--- src/rtl/counter_updown_mod_pkg.sv ---
// rtl/counter_updown_mod_pkg.sv - shared types and load clipping helper for the up/down counter
// Package counter_pkg:
//   cnt_dir_e  : count direction (DIR_DOWN=0, DIR_UP=1), decoded from the up input
//   cnt_mode_e : range-end behaviour (MODE_WRAP=0, MODE_SAT=1), decoded from the sat input
//   clip_load  : clamps a load value to the top of the count range
package counter_pkg;

  typedef enum logic {
    DIR_DOWN = 1'b0,
    DIR_UP   = 1'b1
  } cnt_dir_e;

  typedef enum logic {
    MODE_WRAP = 1'b0,
    MODE_SAT  = 1'b1
  } cnt_mode_e;

  // Values above the top of range load as the top of range, so a load can
  // never leave the counter outside 0..MAX.
  function automatic int unsigned clip_load(input int unsigned d, input int unsigned max_v);
    return (d > max_v) ? max_v : d;
  endfunction

endpackage

--- src/rtl/counter_updown_mod_if.sv ---
// rtl/counter_updown_mod_if.sv - control/status bundle for the modulo-N up/down counter
// Signals:
//   clr, load, d[WIDTH], en, up, sat : controls, driven by the master
//   q[WIDTH], tc, wrapped            : status, driven by the counter (slave)
// Modports: master (controller side), slave (counter side)
interface counter_updown_mod_if #(
  parameter int WIDTH = 4
);
  logic             clr;
  logic             load;
  logic [WIDTH-1:0] d;
  logic             en;
  logic             up;
  logic             sat;
  logic [WIDTH-1:0] q;
  logic             tc;
  logic             wrapped;

  modport master (
    output clr, load, d, en, up, sat,
    input  q, tc, wrapped
  );

  modport slave (
    input  clr, load, d, en, up, sat,
    output q, tc, wrapped
  );
endinterface

--- src/rtl/counter_updown_mod_prescaler.sv ---
// rtl/counter_updown_mod_prescaler.sv - mod-PRESCALE enable divider for the up/down counter
// Ports:
//   clk   in  rising-edge clock
//   reset in  asynchronous active-low reset, zeroes the phase
//   en    in  advance the phase counter this cycle
//   clr   in  synchronous phase restart (takes priority over en)
//   tick  out combinational, high on the last enabled cycle of each PRESCALE group
module counter_prescaler #(
  parameter int PRESCALE = 1,
  parameter int WIDTH    = $clog2(PRESCALE)
) (
  input  logic clk,
  input  logic reset,
  input  logic en,
  input  logic clr,
  output logic tick
);

  // PRESCALE=1 gives a zero-bit phase; keep one bit that simply stays at 0.
  localparam int            CW   = (WIDTH < 1) ? 1 : WIDTH;
  localparam logic [CW-1:0] LAST = CW'(PRESCALE - 1);

  logic [CW-1:0] pre;

  assign tick = en & (pre == LAST);

  always_ff @(posedge clk or negedge reset) begin
    if (!reset) begin
      pre <= '0;
    end else if (clr) begin
      pre <= '0;
    end else if (en) begin
      pre <= (pre == LAST) ? '0 : pre + CW'(1);
    end
  end

endmodule

--- src/rtl/counter_updown_mod.sv ---
// rtl/counter_updown_mod.sv - modulo-N up/down counter with clear, clipped load, wrap/saturate
// Parameters: WIDTH (count bits), MAX (top of range 0..MAX), PRESCALE (enable divide ratio)
// Optional feature macro: COUNTER_PRESCALE_EN (count steps on every PRESCALE-th enabled cycle)
// Ports:
//   clk   in  rising-edge clock
//   reset in  asynchronous active-low reset
//   bus   slave modport of counter_updown_mod_if:
//         clr > load > count step > hold; q and wrapped registered, tc combinational
module counter_updown_mod
  import counter_pkg::*;
#(
  parameter int WIDTH    = 4,
  parameter int MAX      = 15,
  parameter int PRESCALE = 1
) (
  input logic                 clk,
  input logic                 reset,
  counter_updown_mod_if.slave bus
);

  if ((MAX > (2 ** WIDTH) - 1) || (MAX < 1) || (PRESCALE < 1)) begin : g_bad_cfg
    $error("counter_updown_mod: illegal WIDTH/MAX/PRESCALE combination");
  end

  localparam logic [WIDTH-1:0] TOP = WIDTH'(MAX);

  logic [WIDTH-1:0] q_r;
  logic [WIDTH-1:0] q_next;
  logic             wrapped_r;
  logic             wrapped_next;
  logic [WIDTH-1:0] load_val;
  logic             step_en;
  logic             at_end;
  cnt_dir_e         dir;
  cnt_mode_e        mode;

`ifdef COUNTER_PRESCALE_EN
  // A load restarts the divide phase just as a clear does.
  counter_prescaler #(
    .PRESCALE (PRESCALE)
  ) u_prescaler (
    .clk   (clk),
    .reset (reset),
    .en    (bus.en),
    .clr   (bus.clr | bus.load),
    .tick  (step_en)
  );
`else
  assign step_en = bus.en;
`endif

  assign dir      = cnt_dir_e'(bus.up);
  assign mode     = cnt_mode_e'(bus.sat);
  assign load_val = WIDTH'(clip_load(32'(bus.d), 32'(MAX)));

  // Sitting at the range end the next step would run past.
  assign at_end = (dir == DIR_UP) ? (q_r == TOP) : (q_r == '0);

  // Held low during reset so nothing downstream sees a spurious terminal count.
  assign bus.tc = reset & step_en & ~bus.clr & ~bus.load & at_end;

  always_comb begin
    q_next       = q_r;
    wrapped_next = 1'b0;
    if (bus.clr) begin
      q_next = '0;
    end else if (bus.load) begin
      q_next = load_val;
    end else if (step_en) begin
      if (at_end) begin
        if (mode == MODE_WRAP) begin
          q_next       = (dir == DIR_UP) ? '0 : TOP;
          wrapped_next = 1'b1;
        end
      end else begin
        q_next = (dir == DIR_UP) ? q_r + WIDTH'(1) : q_r - WIDTH'(1);
      end
    end
  end

  always_ff @(posedge clk or negedge reset) begin
    if (!reset) begin
      q_r       <= '0;
      wrapped_r <= 1'b0;
    end else begin
      q_r       <= q_next;
      wrapped_r <= wrapped_next;
    end
  end

  assign bus.q       = q_r;
  assign bus.wrapped = wrapped_r;

endmodule
--- src/flat_wrapper.sv ---
// flat-port wrapper written by rule: the top's interface ports become plain ports
module counter_updown_mod_flat import counter_pkg::*;
#(
  parameter int WIDTH    = 4,
  parameter int MAX      = 15,
  parameter int PRESCALE = 1
)
  (clk, reset, bus_clr, bus_load, bus_d, bus_en, bus_up, bus_sat, bus_q, bus_tc, bus_wrapped);
  counter_updown_mod_if #(.WIDTH(WIDTH)) bus_i ();
  input logic clk;
  input logic reset;
  input wire logic [$bits(bus_i.clr)-1:0] bus_clr;
  input wire logic [$bits(bus_i.load)-1:0] bus_load;
  input wire logic [$bits(bus_i.d)-1:0] bus_d;
  input wire logic [$bits(bus_i.en)-1:0] bus_en;
  input wire logic [$bits(bus_i.up)-1:0] bus_up;
  input wire logic [$bits(bus_i.sat)-1:0] bus_sat;
  output wire logic [$bits(bus_i.q)-1:0] bus_q;
  output wire logic [$bits(bus_i.tc)-1:0] bus_tc;
  output wire logic [$bits(bus_i.wrapped)-1:0] bus_wrapped;
  assign bus_i.clr = bus_clr;
  assign bus_i.load = bus_load;
  assign bus_i.d = bus_d;
  assign bus_i.en = bus_en;
  assign bus_i.up = bus_up;
  assign bus_i.sat = bus_sat;
  assign bus_q = bus_i.q;
  assign bus_tc = bus_i.tc;
  assign bus_wrapped = bus_i.wrapped;
  counter_updown_mod #(.WIDTH(WIDTH), .MAX(MAX), .PRESCALE(PRESCALE)) u_core (.clk(clk), .reset(reset), .bus(bus_i));
endmodule
--- config.mk ---
export PLATFORM = sky130hd
export DESIGN_NAME = counter_updown_mod_flat
export DESIGN_NICKNAME = d
export VERILOG_FILES = /design/src/rtl/counter_updown_mod_pkg.sv /design/src/rtl/counter_updown_mod_if.sv /design/src/rtl/counter_updown_mod_prescaler.sv /design/src/rtl/counter_updown_mod.sv /design/src/flat_wrapper.sv
export SDC_FILE = /design/constraint.sdc
export NUM_CORES = 1
export LEC_CHECK = 0
export ABC_AREA = 1
export CAP_MARGIN = 10
export CORE_AREA = 2 2 39 41
export CTS_CLUSTER_DIAMETER = 100
export CTS_CLUSTER_SIZE = 30
export DETAILED_ROUTE_END_ITERATION = 6
export DIE_AREA = 0 0 41 43
export GPL_TIMING_DRIVEN = 0
export PLACE_DENSITY = 0.75
export SYNTH_ARGS = -nofsm -noshare
export SYNTH_HDL_FRONTEND = slang
export SYNTH_SLANG_ARGS = --single-unit
--- constraint.sdc ---
create_clock -name clk -period 4.7 [get_ports clk]
set_clock_uncertainty 0.05 [all_clocks]
set_input_delay 0.705 -clock clk [delete_from_list [all_inputs] [get_ports clk]]
set_output_delay 0.705 -clock clk [all_outputs]
set_load 0.1 [all_outputs]
# After elaboration in Yosys (flattened, before gate mapping)
# Index checks and enable logic that the tools add are counted.
[op_classes]
addsub = 2
eq_ne = 2
mux = 13
bitwise_logic = 6
n_reduce_logical = 3
[ops]
columns = ["op", "count"]
rows = [
  ["4-bit two-way mux", 7],
  ["1-bit two-way mux", 6],
  ["4-bit by 1-bit adder with 4-bit output (second input constant)", 1],
  ["1-bit AND", 4],
  ["4-bit equality test (second input constant)", 1],
  ["4-bit zero test", 1],
  ["4-bit != test (second input constant)", 1],
  ["4-bit by 1-bit subtractor with 4-bit output (second input constant)", 1],
  ["3-bit nonzero test", 1],
  ["1-bit inverter", 2],
  ["2-bit AND reduction", 1],
]
[totals]
regBits = 5
inputBits = 11
output_inout_bits = 6
elab_cells = 28

# Logic depth before layout (Yosys ltp)
[depth]
word_depth = 6
ltp_mapped = 12
mapped_depth_nobuf = 12

# Worst setup path before layout
# No wires, ideal clock.
[synth_timing]
kind = "register to output"
start = "register u_core.q_r[2], in the netlist u_core.bus.q[2]"
end = "output bus_tc"
arrival_ns = 2.700
required_ns = 3.945
slack_ns = 1.245
stages_incl_launch_ff = 7
n_path_buf = 0
cell_sequence = "dfrtp_1 -> inv_1 -> nor2_2 -> nand2_2 -> nand2_2 -> inv_1 -> nor2_1"
[synth_via]
elab_chain_cells = 3
[synth_lines]
columns = ["item", "line", "source"]
rows = [
  ["start, declared", "counter_updown_mod.sv:27", "logic [WIDTH-1:0] q_r;"],
  ["start signal, assigned", "counter_updown_mod.sv:86", "q_r <= q_next;"],
  ["4-bit equality test / 4-bit zero test (equally long branches)", "counter_updown_mod.sv:57", "assign at_end = (dir == DIR_UP) ? (q_r == TOP) : (q_r == '0);"],
  ["1-bit two-way mux (*)", "counter_updown_mod.sv:57", ""],
  ["1-bit AND (*)", "counter_updown_mod.sv:60", "assign bus.tc = reset & step_en & ~bus.clr & ~bus.load & at_end;"],
  ["end, declared", "flat_wrapper.sv:19", "output wire logic [$bits(bus_i.tc)-1:0] bus_tc;"],
]
# Mark *: on every way between the ends. The rest lies on a longest branch, timed or not.

# Worst setup path after layout
[layout_timing]
start = "input bus_up"
end = "output bus_tc"
[layout_via]
elab_chain_cells = 2
[layout_lines]
columns = ["item", "line", "source"]
rows = [
  ["start, declared", "flat_wrapper.sv:16", "input wire logic [$bits(bus_i.up)-1:0] bus_up;"],
  ["1-bit two-way mux", "counter_updown_mod.sv:57", ""],
  ["1-bit AND", "counter_updown_mod.sv:60", ""],
]
# Every way passes these cells.

==> results.toml <==
[outcome]
status = "finished clean"

[finish]
stdcell_area_um2 = 686
drive_gt1_share_pct = 14.7
syn_to_final_growth_pct = 43.5
final_cell_count_no_fill = 111
final_common_cell = "nand2_1"
antenna_cells = 0
mostFrequentLayoutCells = "24 x nand2_1, 16 x clkdlybuf4s50_1, 11 x inv_1, 11 x nor2_1, 6 x nand3_1"
num-nets-final = 110

[worst_setup_path]
start_kind = "primary input"
path_buf_inv = 4
cp.required_ns = 3.94
r2r_slack_ns = 3.07
crit_arrival_ns = 2.87
worst_path_max_delay_cell = "clkdlybuf4s50_1"
cp_top_family = "buffers and inverters"
worstPathMaxFanout = 4
path_cells = "clkdlybuf4s50_1 -> nand2_1 -> inv_1 -> nand2_2 -> nand2_2 -> inv_1 -> nor2_1 -> clkdlybuf4s50_1"
reg2reg_depth = 10
crit_path_end_kind = "output pin"
rr_startpoint = "u_core.bus.q[2]$_DFFE_PN0P_"
reg2reg_to = "u_core.bus.q[3]$_DFFE_PN0P_"
cp_slowest_stage_delay_ns = 1.13
criticalPathCategory = "in -> out"

[global_route]
grt_pass1_vias = 487
antenna_found_initial = 0
grt_overflow = 0
grt_max_degree = 7
groute.usage.overall_pct = 16.2
grt_pass1_wl_mm = 1.91

[hold_path]
min-delay-start = "u_core.bus.q[3]$_DFFE_PN0P_"
min_path_type = "reg -> reg"
min_to = "u_core.bus.q[3]$_DFFE_PN0P_"
min_path_cells = 2

[floorplanning]
start_util_pct = 34.5
dieArea_mm2 = 0.00176
boundaryPins = 17
die_x_um = 41
num_rows = 14
die_y_um = 43
core_area_mm2 = 0.00138

[synthesis]
synth_top_area_share_pct = 26.2
syn-num-nets = 89
yosys-top-cells-area = "dfrtp_1 26%, nand2_1 19%, inv_1 8.6%, nor2_1 8.6%, nand3_1 6.3%"
ys_seq_area_share_pct = 26.2
syn_avg_cell_area_um2 = 6.37
yosysTopAreaCell = "dfrtp_1"
synth_area_um2 = 478
synth-seq-cells = 5
yosys_warnings = 0
syn_inst = 75
synth.distinct_cells = 17

[route]
vias = 504
dr.first_iter.drc_count = 12
vias_per_cell = 4.54
drt-pass1-iter-count = 4
postRouteAntennaNets = 0
routedWlPerCell_um = 10.2
drc = 0
wl_mm = 1.14

[sta]
hold_violations = 0
max_slew_margin_pct = 35.3
tns_ns = 0
rsz0062_at_grt = "false"
fin_crit_sh_pct = 77.2
tightest_slew_ns = 0.967
setup_viol = 0
fmax_mhz = 276
period_minus_slack_ns = 3.63
drv_slew = 0

[placed_design]
placedCellCount = 107
io_buffers = 16
gp_congestion = 0.779
placed_area_um2 = 658
place.detailed.hpwl_um = 915

[clocking]
clock_path_buffers = 2
post-cts-setup-buffers = 0
htree_levels = 1
ctsResizeCount = 0
cts-root-buf = "clkbuf_4"
numCtsBuffers = 3
cts_tree = "yes"
insertion_delay_ns = 0.25
hold_buffers = 0
clkTransAtPathRegs_ns = 0.05
clkSinkCount = 5

[power_and_ir_drop]
p_leak_nw = 0.348
peakVddDrop_mv = 0.113
power.density_mw_per_mm2 = 304

[flow_run]
cap_violations = 0
[worst register-to-register path, delay by kind of cell, from the launching register on]
family / cells / cell delay [ns]
and+or+nand+nor: 9 / 0.71
DFF: 1 / 0.42
adders and majority gates: 1 / 0.34
[synthesized netlist by cell type, drive strengths merged]
cell / instances
a21oi: 1
dfrtp: 5
fa: 1
ha: 2
inv: 12
nand2: 28
nand3: 7
nor2: 12
o21ai: 5
or2: 1
xor2: 1
[layout make-up]
type	instances	area (um2)
Clock inverter	1	5.00
Sequential cell	5	125
Inverter	12	47.5
Tap cell	16	20.0
Fill cell	147	698
Clock buffer	3	22.5
Multi-Input combinational cell	58	305
Timing Repair Buffer	16	160
[routing by layer]
layer,GRT usage (%),share of wire (%),vias up
met1,20.2,43,213
met5,0,0,-
met3,3.14,5.3,4
met2,24.4,49,18
li1,-,-,269
met4,10.0,2.1,0
[stage by stage]
| stage | setup WS (ns) | utilization [%] | hold WS (ns) | total power [W] |
|---|---|---|---|---|
| floorplan | 1.25 | - | 0.359 | 0.000129 |
| global placement | 1.07 | 47.6 | 0.496 | 0.000157 |
| detailed placement | 1.07 | 47.6 | 0.505 | 0.000158 |
| CTS | 1.06 | 49.5 | 0.515 | 0.000211 |
| global route | 0.968 | 49.5 | 0.558 | 0.000225 |
| finish | 1.07 | 49.5 | 0.513 | 0.000208 |
[worst max-delay path by stage]
stage / cells after the start / from / end / slack (ns)
finish: 8 / bus_up / bus_tc / 1.07
floorplan: 6 / u_core.bus.q[2]$_DFFE_PN0P_ / bus_tc / 1.25
CTS: 8 / bus_up / bus_tc / 1.06
global route: 8 / bus_up / bus_tc / 0.97
global placement: 8 / bus_up / bus_tc / 1.07
detailed placement: 8 / bus_up / bus_tc / 1.07
[kinds of logic (layout without fill, tap and decap cells)]
group,Yosys count,count (layout),share of synthesized area [%]
AO/OA/AOI/OAI,6,6,7.85
XOR/XNOR,1,1,1.83
adder cells (fa/ha/maj),3,3,9.42
buffers and inverters,12,32,9.95
flip-flops,5,5,26.2
AND/OR/NAND/NOR,48,48,44.8
[where the power goes]
part	internal (W)	switching, W	leakage (nW)
Sequential	0.0000478	0.00000659	0.0650
Clock	0.0000309	0.0000204	0.0177
Combinational	0.0000336	0.0000689	0.266
Total	0.000112	0.0000959	0.348
[sequential cells by signal, summed over array words and instances (netlist names)]
register,count
u_core.bus.wrapped,1
u_core.bus.q,4
No activity file was read; power rests on OpenSTA's default activity.
